==> config.mk <==
export PLATFORM = sky130hd
export DESIGN_NAME = ula_arb_flat
export DESIGN_NICKNAME = d
export VERILOG_FILES = /design/src/rtl/ula_arb_if.sv /design/src/rtl/ula_arb.sv /design/src/flat_wrapper.sv
export SDC_FILE = /design/constraint.sdc
export NUM_CORES = 1
export LEC_CHECK = 0
export BUFFER_PORTS_ARGS = -buffer_cell sky130_fd_sc_hd__buf_2
export CAP_MARGIN = 0
export CORE_MARGIN = 5
export CORE_UTILIZATION = 25
export DETAILED_ROUTE_END_ITERATION = 6
export PLACE_DENSITY = 0.48
export SYNTH_ARGS = -nofsm -noshare
export SYNTH_HDL_FRONTEND = slang
export SYNTH_SLANG_ARGS = --single-unit
==> constraint.sdc <==
create_clock -name clk -period 1.5 [get_ports clk]
set_input_delay 0.15 -clock clk [delete_from_list [all_inputs] [get_ports clk]]
set_output_delay 0.15 -clock clk [all_outputs]
set_load 0.02 [all_outputs]
==> src/rtl/ula_arb_if.sv <==
// Request/ALU/response bundle for the two-requester shared-ALU arbiter.
// slave is the arbiter side, master is the environment (requesters, ALU, consumer).
interface ula_arb_if #(parameter int W = 8);
    logic         req0_valid, req0_ready;
    logic [2:0]   req0_op;
    logic [W-1:0] req0_a, req0_b;
    logic         req1_valid, req1_ready;
    logic [2:0]   req1_op;
    logic [W-1:0] req1_a, req1_b;
    logic [W-1:0] alu_a, alu_b, alu_out;
    logic [2:0]   alu_sel;
    logic         alu_cout;
    logic         rsp_valid, rsp_ready, rsp_id;
    logic [W-1:0] rsp_data;
    logic         rsp_cout, rsp_zero, rsp_err;
    logic         busy;

    modport slave (
        input  req0_valid, req0_op, req0_a, req0_b,
        input  req1_valid, req1_op, req1_a, req1_b,
        output req0_ready, req1_ready,
        output alu_a, alu_b, alu_sel,
        input  alu_out, alu_cout,
        output rsp_valid, rsp_id, rsp_data, rsp_cout, rsp_zero, rsp_err,
        input  rsp_ready,
        output busy
    );

    modport master (
        output req0_valid, req0_op, req0_a, req0_b,
        output req1_valid, req1_op, req1_a, req1_b,
        input  req0_ready, req1_ready,
        input  alu_a, alu_b, alu_sel,
        output alu_out, alu_cout,
        input  rsp_valid, rsp_id, rsp_data, rsp_cout, rsp_zero, rsp_err,
        output rsp_ready,
        input  busy
    );
endinterface

==> src/rtl/ula_arb.sv <==
// Round-robin arbiter sharing one combinational ALU between two requesters;
// one operation in flight, IDLE -> EXEC -> RESP.
module ula_arb #(
    parameter int W = 8
) (
    input  logic    clk,
    input  logic    rst,
    ula_arb_if.slave bus
);
    localparam logic [1:0] IDLE = 2'd0;
    localparam logic [1:0] EXEC = 2'd1;
    localparam logic [1:0] RESP = 2'd2;

    logic [1:0]   state;
    logic [2:0]   op_r;
    logic [W-1:0] a_r, b_r;
    logic         id_r;
    logic         last;
    logic         gnt, gnt_id, ill;
    logic [W-1:0] data_r;
    logic         id_o, cout_r, zero_r, err_r;

    // With both valid, the requester not granted last wins.
    assign gnt    = (state == IDLE) && !rst && (bus.req0_valid || bus.req1_valid);
    assign gnt_id = (bus.req0_valid && bus.req1_valid) ? ~last : bus.req1_valid;
    assign ill    = &op_r[2:1];

    assign bus.req0_ready = gnt && !gnt_id;
    assign bus.req1_ready = gnt &&  gnt_id;
    assign bus.alu_a      = a_r;
    assign bus.alu_b      = b_r;
    assign bus.alu_sel    = op_r;
    assign bus.rsp_valid  = (state == RESP);
    assign bus.busy       = (state != IDLE);
    assign bus.rsp_id     = id_o;
    assign bus.rsp_data   = data_r;
    assign bus.rsp_cout   = cout_r;
    assign bus.rsp_zero   = zero_r;
    assign bus.rsp_err    = err_r;

    always_ff @(posedge clk or posedge rst) begin
        if (rst) begin
            state  <= IDLE;
            op_r   <= '0;
            a_r    <= '0;
            b_r    <= '0;
            id_r   <= 1'b0;
            last   <= 1'b1;  // requester 0 wins the first contested grant
            data_r <= '0;
            id_o   <= 1'b0;
            cout_r <= 1'b0;
            zero_r <= 1'b0;
            err_r  <= 1'b0;
        end else begin
            case (state)
                IDLE: if (gnt) begin
                    op_r  <= gnt_id ? bus.req1_op : bus.req0_op;
                    a_r   <= gnt_id ? bus.req1_a  : bus.req0_a;
                    b_r   <= gnt_id ? bus.req1_b  : bus.req0_b;
                    id_r  <= gnt_id;
                    last  <= gnt_id;
                    state <= EXEC;
                end
                EXEC: begin
                    // Ops 110/111 still occupy the ALU slot but report an error.
                    data_r <= ill ? '0 : bus.alu_out;
                    cout_r <= (op_r[2:1] == 2'b00) && bus.alu_cout;
                    zero_r <= ill || (bus.alu_out == '0);
                    err_r  <= ill;
                    id_o   <= id_r;
                    state  <= RESP;
                end
                RESP: if (bus.rsp_ready) state <= IDLE;
                default: state <= IDLE;
            endcase
        end
    end
endmodule

==> src/flat_wrapper.sv <==
// flat-port wrapper written by rule: the top's interface ports become plain ports
module ula_arb_flat 
#(
    parameter int W = 8
)
  (clk, rst, bus_req0_valid, bus_req0_op, bus_req0_a, bus_req0_b, bus_req1_valid, bus_req1_op, bus_req1_a, bus_req1_b, bus_req0_ready, bus_req1_ready, bus_alu_a, bus_alu_b, bus_alu_sel, bus_alu_out, bus_alu_cout, bus_rsp_valid, bus_rsp_id, bus_rsp_data, bus_rsp_cout, bus_rsp_zero, bus_rsp_err, bus_rsp_ready, bus_busy);
  ula_arb_if #(.W(W)) bus_i ();
  input  logic clk;
  input  logic rst;
  input wire logic [$bits(bus_i.req0_valid)-1:0] bus_req0_valid;
  input wire logic [$bits(bus_i.req0_op)-1:0] bus_req0_op;
  input wire logic [$bits(bus_i.req0_a)-1:0] bus_req0_a;
  input wire logic [$bits(bus_i.req0_b)-1:0] bus_req0_b;
  input wire logic [$bits(bus_i.req1_valid)-1:0] bus_req1_valid;
  input wire logic [$bits(bus_i.req1_op)-1:0] bus_req1_op;
  input wire logic [$bits(bus_i.req1_a)-1:0] bus_req1_a;
  input wire logic [$bits(bus_i.req1_b)-1:0] bus_req1_b;
  output wire logic [$bits(bus_i.req0_ready)-1:0] bus_req0_ready;
  output wire logic [$bits(bus_i.req1_ready)-1:0] bus_req1_ready;
  output wire logic [$bits(bus_i.alu_a)-1:0] bus_alu_a;
  output wire logic [$bits(bus_i.alu_b)-1:0] bus_alu_b;
  output wire logic [$bits(bus_i.alu_sel)-1:0] bus_alu_sel;
  input wire logic [$bits(bus_i.alu_out)-1:0] bus_alu_out;
  input wire logic [$bits(bus_i.alu_cout)-1:0] bus_alu_cout;
  output wire logic [$bits(bus_i.rsp_valid)-1:0] bus_rsp_valid;
  output wire logic [$bits(bus_i.rsp_id)-1:0] bus_rsp_id;
  output wire logic [$bits(bus_i.rsp_data)-1:0] bus_rsp_data;
  output wire logic [$bits(bus_i.rsp_cout)-1:0] bus_rsp_cout;
  output wire logic [$bits(bus_i.rsp_zero)-1:0] bus_rsp_zero;
  output wire logic [$bits(bus_i.rsp_err)-1:0] bus_rsp_err;
  input wire logic [$bits(bus_i.rsp_ready)-1:0] bus_rsp_ready;
  output wire logic [$bits(bus_i.busy)-1:0] bus_busy;
  assign bus_i.req0_valid = bus_req0_valid;
  assign bus_i.req0_op = bus_req0_op;
  assign bus_i.req0_a = bus_req0_a;
  assign bus_i.req0_b = bus_req0_b;
  assign bus_i.req1_valid = bus_req1_valid;
  assign bus_i.req1_op = bus_req1_op;
  assign bus_i.req1_a = bus_req1_a;
  assign bus_i.req1_b = bus_req1_b;
  assign bus_req0_ready = bus_i.req0_ready;
  assign bus_req1_ready = bus_i.req1_ready;
  assign bus_alu_a = bus_i.alu_a;
  assign bus_alu_b = bus_i.alu_b;
  assign bus_alu_sel = bus_i.alu_sel;
  assign bus_i.alu_out = bus_alu_out;
  assign bus_i.alu_cout = bus_alu_cout;
  assign bus_rsp_valid = bus_i.rsp_valid;
  assign bus_rsp_id = bus_i.rsp_id;
  assign bus_rsp_data = bus_i.rsp_data;
  assign bus_rsp_cout = bus_i.rsp_cout;
  assign bus_rsp_zero = bus_i.rsp_zero;
  assign bus_rsp_err = bus_i.rsp_err;
  assign bus_i.rsp_ready = bus_rsp_ready;
  assign bus_busy = bus_i.busy;
  ula_arb #(.W(W)) u_core (.clk(clk), .rst(rst), .bus(bus_i));
endmodule
# Yosys cells after proc, flatten, opt, wreduce, memory -nomap -nowiden
# Cells that the tools add are included.
[word_totals]
ff_bits = 35
[classes]
eq_ne = 4
muxes = 8
bitwise_logic = 1
reduce_logical = 17
[op_table]
columns = ["op", "n"]
rows = [
  ["$mux W8", 3],
  ["$logic_not A8 Y1", 1],
  ["$logic_and A1 B1 Y1", 6],
  ["$pmux W2 S3", 1],
  ["$reduce_and A2 Y1", 3],
  ["$logic_not A2 Y1", 2],
  ["$mux W2", 2],
  ["$ne A2 B1 Y1 const B", 2],
  ["$mux W3", 1],
  ["$eq A2 B1 Y1 const B", 1],
  ["$eq A2 B2 Y1 const B", 1],
  ["$logic_not A1 Y1", 2],
  ["$logic_or A1 B1 Y1", 2],
  ["$reduce_bool A2 Y1", 1],
  ["$mux W1", 1],
  ["$not A1 Y1", 1],
]

# Longest topological paths before layout
# Gate-level depths: netlist of run 1.
[depth]
word_depth = 5
ltp_mapped = 4
mapped_depth_nobuf = 3

# Least setup slack after synthesis of run 1
# OpenSTA, ideal clock, no wires.
[synth_path]
path_type = "register to output"
start = "register u_core.state[0]"
end = "output bus_req0_ready"
t_arrival_ns = 1.476
path_slack_ns = -0.126
path_stages_with_launch = 4
path_buffers = 1
path_cell_list = "dfrtp_1 or3_4 buf_6 nor3b_1"
[synth_via]
elab_chain_cells = 4
[synth_rtl]
columns = ["item", "line", "source"]
rows = [
  ["start, declared", "ula_arb.sv:14", "logic [1:0] state;"],
  ["start signal, assigned", "ula_arb.sv:43", "state <= IDLE;"],
  ["start signal, assigned", "ula_arb.sv:62", "state <= EXEC;"],
  ["start signal, assigned", "ula_arb.sv:71", "state <= RESP;"],
  ["$logic_not A2 Y1", "ula_arb.sv:24", "assign gnt = (state == IDLE) && !rst && (bus.req0_valid || bus.req1_valid);"],
  ["$logic_and A1 B1 Y1 (2 in series)", "ula_arb.sv:24", ""],
  ["$logic_and A1 B1 Y1", "ula_arb.sv:28", "assign bus.req0_ready = gnt && !gnt_id;"],
  ["end, declared", "flat_wrapper.sv:18", "output wire logic [$bits(bus_i.req0_ready)-1:0] bus_req0_ready;"],
]
# Every way passes these cells.

# Worst setup path after layout of run 1
[layout_path]
start = "register u_core.state[1]"
end = "output bus_req0_ready"
# The elaborated chain is that of the path after synthesis.

==> results.toml, run 1 <==
[yosys]
synth_top_area_cell = "dfrtp_1"
syn_nets = 191
synth_area_leaders = "dfrtp_1 51%, nor3_2 12%, a221o_1 11%"
synth_cell_types = 25
yosysSeqAreaShare_pct = 52.8
syn_inst = 139
netlist_area_um2 = 1660
syn_area_per_cell_um2 = 12.0
ys_seq_elements = 35
synth_top_area_share_pct = 51.2
yosysWarnings = 0

[sta]
setup_slack_ns = -0.0868
fin_skew_ns = 0.00741
worst_slew_pin_slew_ns = 0.641
rsz0062_at_grt = "yes"
slew_viol_final = 0
period_needed_ns = 1.59
hold_violations = 0
setup_tns_ns = -0.147
period_share_pct = 106
slew_headroom_pct = 57.1
fmax_mhz = 630
setup_viol = 2

[finish]
layout.nets = 290
final_common_cell = "buf_2"
antenna_cells = 0
area_delta_synth_final_pct = 51.8
layout_common_cells = "84 x buf_2, 34 x dfrtp_1, 20 x nand2_1, 19 x a221o_1, 12 x nor3_2"
final_layout_size_suffix_gt1_share_pct = 58.6
final_cells = 316
final_util_pct = 39.3

[floorplanning]
num_rows = 29
fp.dieH_um = 91.5
die-width_um = 91.5
die_area_um2 = 8380
initial_utilization_pct = 25.9
coreArea_um2 = 6420
num_io_pins = 87

[cts]
clock_path_buffers = 2
root_buffer = "clkbuf_8"
cts.clk_slew.worst_paths_ns = 0.08
htreeDepth = 2
clkSinkCount = 35
clk_latency_ns = 0.28
cts_made_buffers = 5
cts_tree = "built"

[worst_hold_path]
hold_depth = 2
hold_path.class = "in -> reg"

[route]
first_iter_violations = 24
vias_per_cell = 4.70
drc = 0
firstDrtPassIters = 4
ant_nets = 0
vias = 1484
drt_wl_total_mm = 5.09
post_drt_wl_per_cell_um = 16.1

[critical_path]
path_class = "reg -> out"
required_ns = 1.35
reg2reg_depth = 5
cp.arrival_ns = 1.44
path_max_fanout = 3
crit_path_end_kind = "output port"
cp-start-kind = "flop"

[power]
peakVddDrop_v = 0.000554
p_leak_nw = 1.24
power_density_nw_per_um2 = 1800

[place]
routabilityCongestion = 0.711
dp_cells = 301
dp_hpwl_mm = 3.66
port_buffers = 86

[global_routing]
grt_antenna_before_repair = 0
grt_max_degree = 27
grt-ovfl-total = 0
grt.total_usage_pct = 12.1
grt_pass1_wl_mm = 8.00
grt_pass1_vias = 1614

[status]
violations = "negative setup slack"
status = "finished with violations"

[job]
maxCapViolCount = 0
==> critical path: stages, from the launching register on <==
cell	delay, ns
dfrtp_1	0.41
or3_4	0.39
nor3b_2	0.18
buf_4	0.17
==> per-layer routing <==
layer	track usage [%]	vias up	wire length (um)
met5	0	-	0
met4	2.64	0	39
met3	5.04	5	475
met2	18.8	63	2340
met1	15.7	701	2240
li1	-	715	-
==> power breakdown <==
part	switching (mW)	internal, mW
clock network	0.339	0.418
registers	0.284	1.38
logic	1.20	0.913
==> final timing paths <==
check | start | to | slack [ns]
max | u_core.state[1]$_DFFE_PP0P_ | bus_req0_ready | -0.09
max in group asynchronous | rst | u_core.last$_DFFE_PP1P_ | 0.52
max reg2reg | u_core.state[1]$_DFFE_PP0P_ | u_core.bus.alu_sel[1]$_DFFE_PP0P_ | 0.01
min reg2reg | u_core.id_r$_DFFE_PP0P_ | u_core.id_r$_DFFE_PP0P_ | 0.48
min | bus_rsp_ready | u_core.state[1]$_DFFE_PP0P_ | 0.05
min in group asynchronous | rst | u_core.bus.alu_a[3]$_DFFE_PP0P_ | 0.43
==> state kept, by name, summed over array words and instances, names as in the netlist <==
signal / flops
u_core.bus.alu_a: 8
u_core.bus.alu_b: 8
u_core.bus.alu_sel: 3
u_core.bus.rsp_cout: 1
u_core.bus.rsp_data: 8
u_core.bus.rsp_err: 1
u_core.bus.rsp_id: 1
u_core.bus.rsp_zero: 1
u_core.id_r: 1
u_core.last: 1
u_core.state: 2
==> synth_stat cells <==
| cell type | number |
|---|---|
| buf_6 | 5 |
| nand2_1 | 21 |
| a21o_1 | 2 |
| nor3_2 | 20 |
| mux2_1 | 1 |
| dfstp_2 | 1 |
| a221o_1 | 19 |
| o21ai_2 | 1 |
| nor2b_1 | 2 |
| nor4_1 | 2 |
| a21oi_1 | 2 |
| nor3b_1 | 1 |
| a21oi_2 | 1 |
| and3_1 | 1 |
| nand2b_1 | 2 |
| clkbuf_1 | 2 |
| nor3_1 | 1 |
| o21ai_1 | 1 |
| buf_2 | 5 |
| inv_2 | 1 |
| dfrtp_1 | 34 |
| or3_4 | 1 |
| or2_1 | 1 |
| a22o_1 | 9 |
| inv_1 | 3 |
==> cells by family (layout without fill, tap and decap cells) <==
group / count (synthesis) / after routing / synth area share, %
and+or+nand+nor: 52 / 52 / 21.2
DFF: 35 / 35 / 52.8
muxes: 1 / 1 / 0.678
buffers and inverters: 16 / 116 / 6.25
AOI/OAI and AO/OA: 35 / 35 / 19.1
==> cell type report <==
class                      count  area [um^2]
clock buffer                   7         96.3
fill                         640         3900
sequential                    35          877
inverter                       4         15.0
multi-input combinational     88          761
clock inverter                 1         7.51
tap                           77         96.3
timing repair buffer         104          669
==> metrics by stage <==
stage	instance area, um^2	power, mW	hold WS, ns	worst slack [ns]
2_1_floorplan	1670	2.88	0.242	0.0712
5_1_grt	2520	4.83	0.0373	-0.151
4_1_cts	2410	4.47	0.0353	-0.126
3_5_place_dp	2230	3.62	0.195	-0.0462
3_3_place_gp	2230	3.60	0.195	0.0101
6_report	2520	4.53	0.0471	-0.0868
==> what timing repair did <==
action,in CTS,in global routing
pin swaps,4,3
endpoints found under the hold margin,9,0
hold buffers,1,0
setup endpoints to repair,21,31
gates resized for setup,9,14
gates cloned,0,2
buffers inserted,5,0
Note: power is estimated with default switching activity, not from simulation.
==> run 2, diff against run 1 <==
--- a/config.mk
+++ b/config.mk
@@ -11,6 +11,8 @@
 export CORE_UTILIZATION = 25
 export DETAILED_ROUTE_END_ITERATION = 6
 export PLACE_DENSITY = 0.48
+export SKIP_LAST_GASP = 1
+export SLEW_MARGIN = 20
 export SYNTH_ARGS = -nofsm -noshare
 export SYNTH_HDL_FRONTEND = slang
 export SYNTH_SLANG_ARGS = --single-unit
==> run 2 against run 1 <==
  * The run still ends with negative setup slack left
  * Sequential cell count stayed put
  * First-iteration DRC count is 13% higher
  * Die area stayed put
  * Sequential share of layout area is 1.8 points higher
  * Largest cell class unchanged
  * Via count is 4.0% lower
==> results.toml, run 2 (synthesized netlist as in run 1, its figures left out) <==
[cts]
cts_made_buffers = 5
cts_tree = "built"
htreeDepth = 2
root_buffer = "clkbuf_8"
cts.clk_slew.worst_paths_ns = 0.08
clk_latency_ns = 0.28
clkSinkCount = 35
clock_path_buffers = 2

[route]
vias_per_cell = 4.52
ant_nets = 0
first_iter_violations = 27
firstDrtPassIters = 4
drc = 0
post_drt_wl_per_cell_um = 15.5
vias = 1424
drt_wl_total_mm = 4.89

[critical_path]
critical_path.max_stage_delay_ns = 0.41
required_ns = 1.35
cp-start-kind = "flop"
crit_slowest_cell = "dfrtp_1"
path_delay_family = "simple AND/OR/NAND/NOR gates"
crit_path_end_kind = "output port"
path_max_fanout = 3
cp.arrival_ns = 1.43
crit_path_cell_trace = "or3_4, nor3b_2, buf_4"
path_class = "reg -> out"
worstPathBufferInverterCount = 1

[sta]
fmax_mhz = 635
setup_tns_ns = -0.161
slew_headroom_pct = 35.5
setup_slack_ns = -0.0752
slew_viol_final = 0
fin_skew_ns = 0.00663
setup_viol = 10
whs_ns = 0.0473
rsz0062_at_grt = "yes"
period_share_pct = 105
hold_violations = 0
period_needed_ns = 1.58
worst_slew_pin_slew_ns = 0.968

[finish]
layout_common_cells = "84 x buf_2, 34 x dfrtp_1, 21 x nand2_1, 20 x nor3_2, 19 x a221o_1"
final_layout_size_suffix_gt1_share_pct = 58.0
final_common_cell = "buf_2"
area_delta_synth_final_pct = 44.4
antenna_cells = 0
layout.nets = 289
final_cells = 315

[power]
swShare_pct = 39.9
p_leak_nw = 1.19
combPwrFrac_pct = 45.2
pwr-share-clk_pct = 17.1
internal_power_mw = 2.64
p_switching_mw = 1.75
power_density_nw_per_um2 = 1830
sequentialPowerShare_pct = 37.6
peakVddDrop_v = 0.000578

[global_routing]
grt_max_degree = 27
grt_antenna_before_repair = 0
grt.total_usage_pct = 12.1
grt_pass1_vias = 1618
grt_pass1_wl_mm = 8.02
grt-ovfl-total = 0

[floorplanning]
num_io_pins = 87
die-width_um = 91.5
num_rows = 29
coreArea_um2 = 6420
fp.dieH_um = 91.5
die_area_um2 = 8380
initial_utilization_pct = 25.9

[place]
dp_hpwl_mm = 3.66
routabilityCongestion = 0.711
dp_cells = 301
port_buffers = 86

[status]
status = "finished with violations"
violations = "negative setup slack"

[worst_hold_path]
hold_path.class = "in -> reg"

[job]
maxCapViolCount = 0
-- run 2: cell count changes in the layout (fill, tap and decap cells not counted) --
cell | previous run | this run
nor3_4 | 8 | 0
o21ai_2 | 0 | 1
nand2_2 | 1 | 0
nor3_2 | 12 | 20
buf_4 | 11 | 14
o21ai_4 | 1 | 0
clkbuf_16 | 2 | 0
buf_12 | 4 | 3
buf_8 | 1 | 0
nand2_1 | 20 | 21
-- run 2: layout make-up --
type,instances,area [um^2]
Sequential cell,35,877
Timing Repair Buffer,103,607
Inverter,4,15.0
Tap cell,77,96.3
Clock inverter,1,7.51
Clock buffer,7,96.3
Multi-Input combinational cell,88,701
Fill cell,651,4020
-- run 2: per-layer routing --
| layer | GRT usage [%] | wire length [um] |
|---|---|---|
| met1 | 15.7 | 2180 |
| met2 | 18.9 | 2210 |
| met3 | 5.04 | 466 |
| met4 | 2.64 | 39 |
| met5 | 0 | 0 |
-- run 2: through the flow --
| stage | util, % | power [mW] | area, um^2 | worst slack [ns] |
|---|---|---|---|---|
| after global routing | 37.4 | 4.71 | 2400 | -0.151 |
| after detailed placement | 34.7 | 3.62 | 2230 | -0.0462 |
| after CTS | 37.2 | 4.45 | 2390 | -0.126 |
| final | 37.4 | 4.39 | 2400 | -0.0752 |
| after floorplan | - | 2.88 | 1670 | 0.0712 |
| after global placement | 34.7 | 3.60 | 2230 | 0.0101 |
-- run 2: power by group through the flow --
stage / Sequential [mW] / Clock (mW) / Combinational (mW)
3_5_place_dp: 1.65 / 0 / 1.97
3_3_place_gp: 1.66 / 0 / 1.94
2_1_floorplan: 2.11 / 0 / 0.768
5_1_grt: 1.71 / 0.854 / 2.14
6_report: 1.65 / 0.753 / 1.99
4_1_cts: 1.65 / 0.787 / 2.02
-- run 2: worst paths after layout --
check                                       startpoint  slack [ns]                               to  depth (start not counted)
min reg2reg                    u_core.id_r$_DFFE_PP0P_        0.48          u_core.id_r$_DFFE_PP0P_                          1
max in group asynchronous                          rst        0.52          u_core.last$_DFFE_PP1P_                          4
min                                      bus_rsp_ready        0.05      u_core.state[1]$_DFFE_PP0P_                          2
min in group asynchronous                          rst        0.43          u_core.id_r$_DFFE_PP0P_                          3
max reg2reg                    u_core.last$_DFFE_PP1P_       -0.01  u_core.bus.alu_a[3]$_DFFE_PP0P_                          5
max                        u_core.state[1]$_DFFE_PP0P_       -0.08                   bus_req0_ready                          3
-- run 2: worst register-to-register path: stages (launching register included) --
cell and delay (ns):
dfstp_2 0.55, nand2_1 0.05, and3_4 0.19, buf_12 0.12
buf_4 0.17, a221o_1 0.30
-- run 2: repair_timing --
action	in CTS	in global routing
pin swaps	4	1
endpoints found under the setup margin	21	31
endpoints found under the hold margin	9	0
buffers inserted	5	0
gates resized for setup	4	1
hold buffers	1	0
==> run 3, diff against run 2 <==
--- a/config.mk
+++ b/config.mk
@@ -7,6 +7,7 @@
 export LEC_CHECK = 0
 export BUFFER_PORTS_ARGS = -buffer_cell sky130_fd_sc_hd__buf_2
 export CAP_MARGIN = 0
+export CORE_ASPECT_RATIO = 1.5
 export CORE_MARGIN = 5
 export CORE_UTILIZATION = 25
 export DETAILED_ROUTE_END_ITERATION = 6
==> constraint.sdc (replaced) <==
create_clock -name clk -period 1.5 [get_ports clk]
set_input_delay 0.225 -clock clk [delete_from_list [all_inputs] [get_ports clk]]
set_output_delay 0.225 -clock clk [all_outputs]
set_load 0.02 [all_outputs]
==> run 3 against run 2 <==
  * The run still ends with negative setup slack left
  * Clock skew is 0.00060 ns higher
  * Sequential power hardly changed
  * Wire length is 1.2% lower
  * Via count is 4.4% higher
  * Clock-buffer cell count stayed put
  * Critical endpoint unchanged
  * Highest routed layer unchanged
==> results.toml, run 3 (synthesized netlist as in run 1, its figures left out) <==
[cts]
clk_latency_ns = 0.28
cts_made_buffers = 5
htreeDepth = 2
cts.clk_slew.worst_paths_ns = 0.07
root_buffer = "clkbuf_8"
clock_path_buffers = 2
cts_tree = "built"
clkSinkCount = 35

[route]
vias = 1486
vias_per_cell = 4.64
post_drt_wl_per_cell_um = 15.1
drc = 0
first_iter_violations = 32
firstDrtPassIters = 4
ant_nets = 0
drt_wl_total_mm = 4.83

[sta]
setup_slack_ns = -0.144
worst_slew_pin_slew_ns = 0.306
hold_violations = 0
fmax_mhz = 608
setup_viol = 2
period_needed_ns = 1.64
rsz0062_at_grt = "yes"
setup_tns_ns = -0.244
whs_ns = 0.150
fin_skew_ns = 0.00724
slew_viol_final = 0
period_share_pct = 110
slew_headroom_pct = 79.6

[critical_path]
reg2reg_depth = 5
crit_path_cell_trace = "or3_4, nor3b_4, buf_6"
reg2reg_slack_ns = 0.03
path_delay_family = "simple AND/OR/NAND/NOR gates"
cp.arrival_ns = 1.42
path_max_fanout = 3
crit_slowest_cell = "dfrtp_1"
path_class = "reg -> out"
required_ns = 1.27
crit_path_end_kind = "output port"
worstPathBufferInverterCount = 1
crit_cells = 3
critical_path.max_stage_delay_ns = 0.40
cp-start-kind = "flop"

[global_routing]
grt_pass1_wl_mm = 8.07
grt-ovfl-total = 0
grt.total_usage_pct = 11.8
grt_antenna_before_repair = 0
grt_pass1_vias = 1676
grt_max_degree = 25

[power]
p_leak_nw = 1.24
power_density_nw_per_um2 = 1800
peakVddDrop_v = 0.000517

[status]
violations = "negative setup slack"
status = "finished with violations"

[job]
maxCapViolCount = 0

[finish]
fillers = 670
final_layout_size_suffix_gt1_share_pct = 59.4
area_delta_synth_final_pct = 50.5
layout.nets = 295
layout_common_cells = "83 x buf_2, 34 x dfrtp_1, 21 x nand2_1, 19 x a221o_1, 15 x nor3_2"
final_util_pct = 38.5
antenna_cells = 0
final_common_cell = "buf_2"

[floorplanning]
coreArea_um2 = 6490
die_area_um2 = 8410
num_io_pins = 87
die-width_um = 76.6
fp.dieH_um = 110
num_rows = 36
initial_utilization_pct = 25.6

[worst_hold_path]
hold_depth = 2
hold_path.class = "in -> reg"

[place]
routabilityCongestion = 0.709
dp_hpwl_mm = 3.79
port_buffers = 86
-- run 3: area by class of cell --
cell class	count	area (um^2)	area share, %
Sequential cell	35	877	35.1
Multi-Input combinational cell	88	738	29.5
Timing Repair Buffer	109	671	26.8
Clock buffer	7	96.3	3.85
Tap cell	76	95.1	3.80
Inverter	4	15.0	0.601
Clock inverter	1	7.51	0.300
-- run 3: layer usage --
metal / vias up / part of all wire (%) / global-route usage (%) / routed length [um]
met5: - / 0 / 0 / 0
met1: 690 / 40 / 13.6 / 1940
met3: 5 / 10 / 5.49 / 482
li1: 723 / - / - / -
met2: 68 / 49 / 20.3 / 2350
met4: 0 / 1.1 / 2.38 / 54
-- run 3: final timing paths --
check | startpoint | to
worst max-delay path | u_core.state[0]$_DFFE_PP0P_ | bus_req0_ready
worst min-delay path | bus_rsp_ready | u_core.state[1]$_DFFE_PP0P_
worst max register to register | u_core.state[0]$_DFFE_PP0P_ | u_core.bus.alu_sel[0]$_DFFE_PP0P_
worst min register to register | u_core.id_r$_DFFE_PP0P_ | u_core.id_r$_DFFE_PP0P_
max in group asynchronous | rst | u_core.last$_DFFE_PP1P_
min in group asynchronous | rst | u_core.bus.alu_b[7]$_DFFE_PP0P_
-- run 3: what timing repair did --
item                                    in CTS  in global routing
hold buffers                                 1                  0
endpoints found under the setup margin       2                 34
resized for setup                            5                 19
setup buffers                                5                  2
pin swaps                                    4                  8
gates cloned                                 0                  0
hold endpoints to repair                    11                  0
-- run 3: report_power, final --
group | internal [mW] | total (mW) | switching (mW)
Combinational | 0.924 | 2.10 | 1.18
Clock | 0.417 | 0.747 | 0.330
Sequential | 1.38 | 1.65 | 0.271
Total | 2.72 | 4.50 | 1.78
-- run 3: worst reg2reg max path: cells and delay by family, from the launching register on --
| kind | cells | cell delay (ns) |
|---|---|---|
| AND/OR/NAND/NOR | 1 | 0.19 |
| AO/OA/AOI/OAI | 2 | 0.46 |
| buffers and inverters | 2 | 0.31 |
| flip-flops | 1 | 0.40 |
-- run 3: through the flow --
stage,std cells,power (mW),instance area [um^2],setup WS (ns)
after floorplan,139,2.88,1670,0.0526
after global placement,304,3.62,2240,0.0577
after detailed placement,304,3.62,2240,0.0489
after CTS,318,4.45,2400,-0.175
after global routing,320,4.80,2500,-0.182
final,320,4.50,2500,-0.144
